## src/rtl/vram_pkg.sv

```systemverilog
// Shared definitions for the VRAM arbiter: default widths, FSM state
// encoding and the width helper for the write-buffer fill level.
package vram_pkg;

    localparam int AW_DEF = 16;
    localparam int DW_DEF = 8;

    typedef enum logic [1:0] {
        ST_IDLE = 2'd0,
        ST_WR   = 2'd1,
        ST_RD   = 2'd2,
        ST_RDW  = 2'd3
    } vram_state_e;

    // A level counter must hold 0..depth inclusive.
    function automatic int level_width(input int depth);
        return $clog2(depth) + 1;
    endfunction

endpackage

```

## src/rtl/vram_wr_fifo.sv

```systemverilog
// CPU write buffer: one entry per address/data pair, first-in first-out.
// The caller guarantees no push while full and no pop while empty.
module vram_wr_fifo
    import vram_pkg::*;
#(
    parameter int AW    = AW_DEF,
    parameter int DW    = DW_DEF,
    parameter int DEPTH = 4
) (
    input  logic                          clk,
    input  logic                          rst_n,
    input  logic                          push,
    input  logic [AW-1:0]                 push_addr,
    input  logic [DW-1:0]                 push_data,
    input  logic                          pop,
    output logic [AW-1:0]                 head_addr,
    output logic [DW-1:0]                 head_data,
    output logic                          full,
    output logic                          empty,
    output logic [level_width(DEPTH)-1:0] level
);

    localparam int PW = $clog2(DEPTH);
    localparam int LW = level_width(DEPTH);

    logic [AW-1:0] addr_q [DEPTH];
    logic [AW-1:0] addr_d [DEPTH];
    logic [DW-1:0] data_q [DEPTH];
    logic [DW-1:0] data_d [DEPTH];
    logic [PW-1:0] wr_ptr_q, wr_ptr_d;
    logic [PW-1:0] rd_ptr_q, rd_ptr_d;
    logic [LW-1:0] level_q, level_d;

    // Next-state for storage, pointers and fill level.
    always_comb begin
        addr_d   = addr_q;
        data_d   = data_q;
        wr_ptr_d = wr_ptr_q;
        rd_ptr_d = rd_ptr_q;
        level_d  = level_q;
        if (push) begin
            addr_d[wr_ptr_q] = push_addr;
            data_d[wr_ptr_q] = push_data;
            wr_ptr_d         = wr_ptr_q + PW'(1);
        end
        if (pop) begin
            rd_ptr_d = rd_ptr_q + PW'(1);
        end
        case ({push, pop})
            2'b10:   level_d = level_q + LW'(1);
            2'b01:   level_d = level_q - LW'(1);
            default: level_d = level_q;
        endcase
    end

    // Storage and pointer registers; reset discards all buffered writes.
    always_ff @(posedge clk or negedge rst_n) begin
        if (!rst_n) begin
            for (int i = 0; i < DEPTH; i++) begin
                addr_q[i] <= '0;
                data_q[i] <= '0;
            end
            wr_ptr_q <= '0;
            rd_ptr_q <= '0;
            level_q  <= '0;
        end else begin
            addr_q   <= addr_d;
            data_q   <= data_d;
            wr_ptr_q <= wr_ptr_d;
            rd_ptr_q <= rd_ptr_d;
            level_q  <= level_d;
        end
    end

    assign head_addr = addr_q[rd_ptr_q];
    assign head_data = data_q[rd_ptr_q];
    assign full      = (level_q == LW'(DEPTH));
    assign empty     = (level_q == '0);
    assign level     = level_q;

endmodule

```

## src/rtl/vram_arbiter.sv

```systemverilog
// Single-port VRAM arbiter: display fetches always win the RAM port; CPU
// writes are buffered and retired in free cycles; CPU reads wait for all
// older buffered writes so read-after-write stays coherent.
// Optional VRAM_STARVE_GUARD_EN: steals one display slot after the write
// buffer has been full for MAX_WAIT display cycles, flagged by disp_glitch.
//
// state | meaning
// IDLE  | nothing in progress; picks buffered write first, then read
// WR    | retiring the write-buffer head in each free cycle
// RD    | read waiting for a free cycle to drive its address
// RDW   | read data returning from RAM; captured and reported
module vram_arbiter
    import vram_pkg::*;
#(
    parameter int AW         = AW_DEF,
    parameter int DW         = DW_DEF,
    parameter int FIFO_DEPTH = 4
`ifdef VRAM_STARVE_GUARD_EN
    ,
    parameter int MAX_WAIT   = 255
`endif
) (
    input  logic                               clk,
    input  logic                               rst_n,
    input  logic                               disp_req,
    input  logic [AW-1:0]                      disp_addr,
    output logic [DW-1:0]                      disp_data,
    input  logic                               cpu_wr_valid,
    output logic                               cpu_wr_ready,
    input  logic [AW-1:0]                      cpu_wr_addr,
    input  logic [DW-1:0]                      cpu_wr_data,
    input  logic                               cpu_rd_valid,
    output logic                               cpu_rd_ready,
    input  logic [AW-1:0]                      cpu_rd_addr,
    output logic [DW-1:0]                      cpu_rd_data,
    output logic                               cpu_rd_done,
    output logic [AW-1:0]                      mem_addr,
    output logic [DW-1:0]                      mem_wdata,
    output logic                               mem_we,
    input  logic [DW-1:0]                      mem_rdata,
    output logic [level_width(FIFO_DEPTH)-1:0] fifo_level
`ifdef VRAM_STARVE_GUARD_EN
    ,
    output logic                               disp_glitch
`endif
);

    localparam int LW = level_width(FIFO_DEPTH);

    vram_state_e   state_q, state_d;
    logic [DW-1:0] rd_data_q, rd_data_d;

    logic          push;
    logic          pop;
    logic [AW-1:0] head_addr;
    logic [DW-1:0] head_data;
    logic          fifo_full;
    logic          fifo_empty;
    logic          steal;

    assign cpu_wr_ready = ~fifo_full;
    assign push         = cpu_wr_valid & cpu_wr_ready;
    assign disp_data    = mem_rdata;

    vram_wr_fifo #(
        .AW    (AW),
        .DW    (DW),
        .DEPTH (FIFO_DEPTH)
    ) u_wr_fifo (
        .clk       (clk),
        .rst_n     (rst_n),
        .push      (push),
        .push_addr (cpu_wr_addr),
        .push_data (cpu_wr_data),
        .pop       (pop),
        .head_addr (head_addr),
        .head_data (head_data),
        .full      (fifo_full),
        .empty     (fifo_empty),
        .level     (fifo_level)
    );

`ifdef VRAM_STARVE_GUARD_EN
    localparam int CW = $clog2(MAX_WAIT + 1);

    logic [CW-1:0] wait_q, wait_d;

    // Starvation counter: counts display cycles that block a full buffer.
    always_comb begin
        wait_d = wait_q;
        steal  = 1'b0;
        if (disp_req && !fifo_empty && (wait_q >= CW'(MAX_WAIT))) begin
            steal  = 1'b1;
            wait_d = '0;
        end else if (disp_req && fifo_full) begin
            wait_d = wait_q + CW'(1);
        end
    end

    // Starvation counter register.
    always_ff @(posedge clk or negedge rst_n) begin
        if (!rst_n) begin
            wait_q <= '0;
        end else begin
            wait_q <= wait_d;
        end
    end

    assign disp_glitch = steal;
`else
    assign steal = 1'b0;
`endif

    // Arbitration FSM next-state and combinational RAM port mux.
    always_comb begin
        state_d      = state_q;
        rd_data_d    = rd_data_q;
        pop          = 1'b0;
        mem_addr     = disp_addr;
        mem_wdata    = head_data;
        mem_we       = 1'b0;
        cpu_rd_ready = 1'b0;
        cpu_rd_done  = 1'b0;
        cpu_rd_data  = rd_data_q;
        case (state_q)
            ST_IDLE: begin
                if (!disp_req) begin
                    if (!fifo_empty) begin
                        state_d = ST_WR;
                    end else if (cpu_rd_valid) begin
                        state_d = ST_RD;
                    end
                end
            end
            ST_WR: begin
                if (!disp_req) begin
                    if (fifo_empty) begin
                        // Buffer was emptied by a stolen slot while frozen.
                        state_d = ST_IDLE;
                    end else begin
                        mem_addr = head_addr;
                        mem_we   = 1'b1;
                        pop      = 1'b1;
                        state_d  = (fifo_level > LW'(1) || push) ? ST_WR : ST_IDLE;
                    end
                end
            end
            ST_RD: begin
                if (!disp_req) begin
                    if (!fifo_empty) begin
                        // A write slipped in while waiting; drain it first.
                        state_d = ST_WR;
                    end else begin
                        mem_addr     = cpu_rd_addr;
                        cpu_rd_ready = 1'b1;
                        state_d      = ST_RDW;
                    end
                end
            end
            ST_RDW: begin
                // RAM data for the read arrives now; no RAM slot is used.
                rd_data_d   = mem_rdata;
                cpu_rd_data = mem_rdata;
                cpu_rd_done = 1'b1;
                state_d     = ST_IDLE;
            end
            default: state_d = ST_IDLE;
        endcase
        if (steal) begin
            mem_addr = head_addr;
            mem_we   = 1'b1;
            pop      = 1'b1;
        end
    end

    // FSM state and read-result registers.
    always_ff @(posedge clk or negedge rst_n) begin
        if (!rst_n) begin
            state_q   <= ST_IDLE;
            rd_data_q <= '0;
        end else begin
            state_q   <= state_d;
            rd_data_q <= rd_data_d;
        end
    end

endmodule

```

## config.mk

```make
export PLATFORM = sky130hd
export DESIGN_NAME = vram_arbiter
export DESIGN_NICKNAME = d
export VERILOG_FILES = /design/src/rtl/vram_pkg.sv /design/src/rtl/vram_wr_fifo.sv /design/src/rtl/vram_arbiter.sv
export SDC_FILE = /design/constraint.sdc
export NUM_CORES = 1
export LEC_CHECK = 0
export ABC_AREA = 1
export BUFFER_PORTS_ARGS = -buffer_cell sky130_fd_sc_hd__buf_2
export CORE_UTILIZATION = 60
export DETAILED_ROUTE_END_ITERATION = 12
export PLACE_DENSITY = 0.85
export SLEW_MARGIN = 20
export SYNTH_ARGS = -nofsm -noshare
export SYNTH_HDL_FRONTEND = slang
export SYNTH_SLANG_ARGS = --single-unit
export TNS_END_PERCENT = 100
```

## constraint.sdc

```tcl
create_clock -name clk -period 5.16 [get_ports clk]
set_input_delay 0.516 -clock clk [delete_from_list [all_inputs] [get_ports clk]]
set_output_delay 0.516 -clock clk [all_outputs]
set_load 0.02 [all_outputs]
```

==> Word level (Yosys, flattened, before mapping) <==
Index checks and enable logic that the tools add are counted.
{ "word_totals": {"ff_bits": 113, "latch_bits": 0, "ramBits": 0, "romBits": 0, "input_bits": 69, "out_inout_bits": 47, "n_memories": 0} }
{ "op_classes": {"addsub": 4, "mul": 0, "div_mod_pow": 0, "n_lt_le_gt_ge": 4, "n_eq_ne": 10, "n_shift": 0, "mux": 35, "bitwise": 4, "n_reduce_logical": 6} }
{ "ops": {"columns": ["cell", "count"], "rows": [
  ["2-to-1 mux 16 bit", 7],
  ["bitwise mux 64 bit", 1],
  ["binary-select mux 16 bit (select 2 bit)", 1],
  ["bitwise mux 32 bit", 1],
  ["demux 16 bit (select 2 bit)", 1],
  ["2-to-1 mux 8 bit", 4],
  ["case mux 16 bit (2 select lines)", 1],
  ["binary-select mux 8 bit (select 2 bit)", 1],
  ["demux 8 bit (select 2 bit)", 1],
  ["2-to-1 mux 2 bit", 6],
  ["2-to-1 mux 1 bit", 9],
  ["case mux 2 bit (4 select lines)", 1],
  ["equality test 2 bit, second input constant", 3],
  [">= comparator 3 bit, second input constant", 2],
  ["inequality test 2 bit, second input constant", 3],
  ["NOT 2 -> 3 bit", 2],
  ["case mux 3 bit (2 select lines)", 1],
  ["adder 2 x 1 -> 2 bit, second input constant", 2],
  ["equality test 2 x 1 -> 1 bit, second input constant", 2],
  ["AND reduction 4 bit", 1],
  ["adder 3 x 1 -> 3 bit, second input constant", 1],
  ["equality test 3 bit, second input constant", 1],
  ["greater-than comparator 3 x 1 -> 1 bit, second input constant", 1],
  ["logical NOT 3 bit", 1],
  ["other kinds (9)", 9]
]} }

==> Depth between registers and ports, before layout <==
{ "depth": {"ltp_word": 8, "depth_mapped": 13, "depth_no_buf": 13} }

==> By module <==
Synthesis repeated with hierarchy kept, for this count alone.
{ "unflattened": {"hier_cells": 728, "area_unflattened_um2": 6069.6} }
{ "modules_own_cells": {"columns": ["module", "instances", "cells_each", "area_per_inst_um2"], "rows": [
  ["vram_wr_fifo", 1, 561, 5031.1],
  ["vram_arbiter", 1, 167, 1038.5]
]} }

==> Least setup slack after synthesis <==
Ideal clock, no wire load.
{ "synth_path": {"path_kind": "flip-flop to output port", "start": "register u_wr_fifo.level_q[0] (netlist: u_wr_fifo.level[0])", "end": "output port mem_addr[12]", "arrival_ps": 1665, "path_slack_ps": 2979, "path_stages_with_launch": 12, "path_buffers": 1, "path_cell_list": "dfrtp_1 -> inv_1 -> ha_1 -> inv_1 -> nor2_2 -> nand2_4 -> buf_4 -> nand2_1 -> nand3_1 -> nand2_1 -> nand2_1 -> nand2_1"} }
{ "synth_between": {"elab_chain_len": 4} }
{ "synth_rtl": {"columns": ["item", "line_no", "text"], "rows": [
  ["from (decl)", "vram_wr_fifo.sv:32", "logic [LW-1:0] level_q, level_d;"],
  ["from (signal assigned)", "vram_wr_fifo.sv:71", "level_q <= level_d;"],
  ["logical NOT 3 bit *", "vram_wr_fifo.sv:78", "assign empty = (level_q == '0);"],
  ["2-to-1 mux 16 bit, on equally long branches", "vram_arbiter.sv:150, vram_arbiter.sv:137", null],
  ["2-to-1 mux 16 bit, on equally long branches", "vram_arbiter.sv:149, vram_arbiter.sv:136", null],
  ["case mux 16 bit (2 select lines) *", "vram_arbiter.sv:125", "case (state_q)"],
  ["to (decl)", "vram_arbiter.sv:37", "output logic [AW-1:0] mem_addr,"]
]} }
Every way passes the cells marked *; elsewhere a longest branch is shown, timed or not.

==> Worst setup path in the final report <==
{ "layout_path": {"start": "register u_wr_fifo.rd_ptr_q[0]", "end": "output port mem_addr[7]"} }
{ "layout_between": {"elab_chain_len": 7} }
{ "layout_rtl": {"columns": ["item", "line_no", "text"], "rows": [
  ["from (decl)", "vram_wr_fifo.sv:31", "logic [PW-1:0] rd_ptr_q, rd_ptr_d;"],
  ["from (signal assigned)", "vram_wr_fifo.sv:70", "rd_ptr_q <= rd_ptr_d;"],
  ["NOT 2 -> 3 bit (implied by the code)", "vram_wr_fifo.sv:75", "assign head_addr = addr_q[rd_ptr_q];"],
  ["binary-select mux 16 bit (select 2 bit)", "vram_wr_fifo.sv:75", null],
  ["2-to-1 mux 16 bit (implied by the code) (2 in a row)", "vram_wr_fifo.sv:75", null],
  ["2-to-1 mux 16 bit", "vram_arbiter.sv:137", "if (fifo_empty) begin"],
  ["2-to-1 mux 16 bit", "vram_arbiter.sv:136", "if (!disp_req) begin"],
  ["case mux 16 bit (2 select lines)", "vram_arbiter.sv:125", null]
]} }
Every way passes these cells. The select of a mux whose other input is x is not followed.

==> results.md <==
* Number of routed nets with antenna violations at 0
* Worst setup SP type: flip-flop
* Logic pwr share at 47.3%
* Post-Synthesis Cells at 825
* Lkg Pwr at 0.00393 µW
* Critical path's largest stage delay at 560 ps
* Initial Utilization at 63.0%
* Std cell rows at 36
* WP data required at 4640 ps
* Antenna violations before repair at 0
* Port buffer count at 115
* Post-Syn Area at 6240 µm²
* CTS tree: built
* Hold Path Class: primary input to asynchronous set/reset pin
* Synthesized Nets at 908
* Vias at 5,644
* Psw at 2250 µW
* # H-tree levels at 4
* Register area share after synthesis at 45.3%
* Unrepaired setup endpoints after global routing: no
* Buf/Inv on CP at 3
* WS Path Type: flip-flop to output port
* Peak VDD IR at 349 µV
* Max-slew headroom at 41.4%
* Gpl congestion at 0.850
* Post-route DRC at 0
* Fin cells at 1,054
* Max Clock Freq at 316 MHz
* I/O pin count at 116
* Nets at 992
* Hold_ws at 114 ps
* Clock skew at 5.80 ps
* Most common cell after layout, fill and taps aside: nand2_1
* Slew @ Worst Pin at 876 ps
* Setup bufs post-CTS at 0
* Syn avg cell area at 7.56 µm²
* Clock slew seen by the registers of the worst setup and hold paths at 50 ps
* Clock power share at 22.4%
* Critical-path cell list: inv_1 > buf_4 > nand2_1 > nand3_1 > nand2_1 > nand2_1 > nand2_1 > nand2_1 > nand2_1 > nand2_1 > buf_2
* Post-synthesis register bit count at 113
* Post-DR wirelength/cell at 14.1 µm
* TNS Setup at 0 ps
* Cts bufs inserted at 17
* Fin. Hold Viols at 0
* Layout cells sized above 1 at 19.3%
* Pin count of the biggest net entering global routing at 71
* DP Wirelength at 9230 µm
* Gr usage total at 28.7%
* Die ar. at 10,800 µm²
* Cts hold-fix bufs at 0
* Placed Cells at 1,023
* Sw Share at 44.1%
* Die width at 104 µm
* Post-layout minimum cycle time at 3170 ps
* DIE HEIGHT at 104 µm
* Antenna diode count at 0
* Routed wire length at 14,900 µm
* Final Power at 5110 µW
* CTS Buffer Depth at 2
* Sequential power share at 30.2%
* First-pass GRT wire length at 24,900 µm
* CP top delay family: buffers and inverters
* CP endpoint kind: output port
* Worst-skew pair later-pin latency at 520 ps
* Vias in the first global route at 5,322
* Fill cell count at 787
* Gates resized, CTS repair at 0
* WP data arrival at 2650 ps
* First-pass iteration count of the detailed router at 5
* Highest-count cells in the layout ignoring fill and taps: 299 x nand2_1, 114 x buf_2, 113 x dfrtp_1, 99 x o21ai_0, 87 x inv_1
* Pint at 2860 µW
* Count of cell types in the netlist at 26
* PwrDens at 709 nW/µm²
* Layout area overhead at 15.4%
* Outcome: finished, final reports clean
* CTS sink cnt at 113
* CP Max Fanout at 26
* Final setup violation count at 0
* Yosys warnings at 0
* Clock root buffer: clkbuf_8
* 1st-iter DRT viols at 542
* Cell mode on critical path: nand2_1
* Overflow after GRT at 0
* Period utilization at 61.4%
* Max-slew violations at 0
* Core area at 9910 µm²
* Slowest stage cell, crit path: inv_1
* Max-Cap Viols at 0
* Vias/cell at 5.35
==> state kept, by name, summed over array words and instances, names as in the netlist <==
signal / count
rd_data_q: 8
state_q: 2
u_wr_fifo.addr_q: 64
u_wr_fifo.data_q: 32
u_wr_fifo.level: 3
u_wr_fifo.rd_ptr_q: 2
u_wr_fifo.wr_ptr_q: 2
==> area by class of cell <==
class,count,area (µm²),share of cell area [%]
clock inverter,10,135,1.88
inverter,92,355,4.93
tap,133,166,2.31
multi-input combinational,566,2660,36.9
clock buffer,21,449,6.24
sequential,113,2830,39.3
timing repair buffer,119,608,8.44
==> path summary, 6_finish.rpt <==
check / slack (ps) / startpoint / to / cells after the start
setup / recovery: 1990 / u_wr_fifo.rd_ptr_q[0]$_DFFE_PN0P_ / mem_addr[7] / 11
hold / removal: 110 / rst_n / u_wr_fifo.data_q[2]$_DFFE_PN0P_ / 1
setup reg to reg: 2720 / u_wr_fifo.level[0]$_DFFE_PN0P_ / u_wr_fifo.level[2]$_DFFE_PN0P_ / 12
hold reg to reg: 480 / u_wr_fifo.data_q[17]$_DFFE_PN0P_ / u_wr_fifo.data_q[17]$_DFFE_PN0P_ / 2
max in group asynchronous: 3960 / rst_n / u_wr_fifo.addr_q[40]$_DFFE_PN0P_ / 2
min in group clk: 260 / mem_rdata[3] / rd_data_q[3]$_DFF_PN0_ / 2
==> cells by family (layout without fill, tap and decap cells) <==
family	Yosys count	count (layout)	synth area share, %
AND/OR/NAND/NOR	394	394	25.8
buffers and inverters	146	242	12.1
AO/OA/AOI/OAI	144	144	11.7
flip-flops	113	113	45.3
adder cells (fa/ha/maj)	14	14	2.81
multiplexers	8	8	1.44
XOR/XNOR	6	6	0.842
==> synthesized netlist by cell type, drive strengths merged <==
master	number	area, µm²
nand2	316	1250
o21ai	119	596
dfrtp	113	2830
inv	91	352
nand3	53	265
buf	40	347
nor2	25	96.4
a21oi	17	85.1
clkbuf	14	52.6
ha	14	175
mux2	8	90.1
o22ai	8	50.1
xor2	4	35.0
xnor2	2	17.5
clkinv	1	3.75
==> power by group through the flow <==
stage	sequential, µW	combinational, µW	clock, µW
floorplan	1500	1860	0
global placement	1530	2300	0
detailed placement	1540	2360	0
CTS	1540	2410	1150
global route	1590	2710	1190
finish	1540	2420	1150
==> per-layer routing <==
layer  wire, µm  vias to the layer above  GRT usage [%]
li1           -                     2747              -
met5          0                        -              0
met4        267                        0           10.8
met1       6510                     2605           37.7
met3       1040                       32           5.14
met2       7060                      260           47.5
==> per-stage QoR <==
stage | util (%) | instance area, µm² | setup slack (ps)
2_1_floorplan | - | 6240 | 2980
3_5_place_dp | 66.8 | 6620 | 2590
5_1_grt | 72.7 | 7200 | 1810
6_report | 72.7 | 7200 | 1990
4_1_cts | 72.7 | 7200 | 2010
3_3_place_gp | 66.8 | 6620 | 2620
Note: power is estimated with default switching activity, not from simulation.
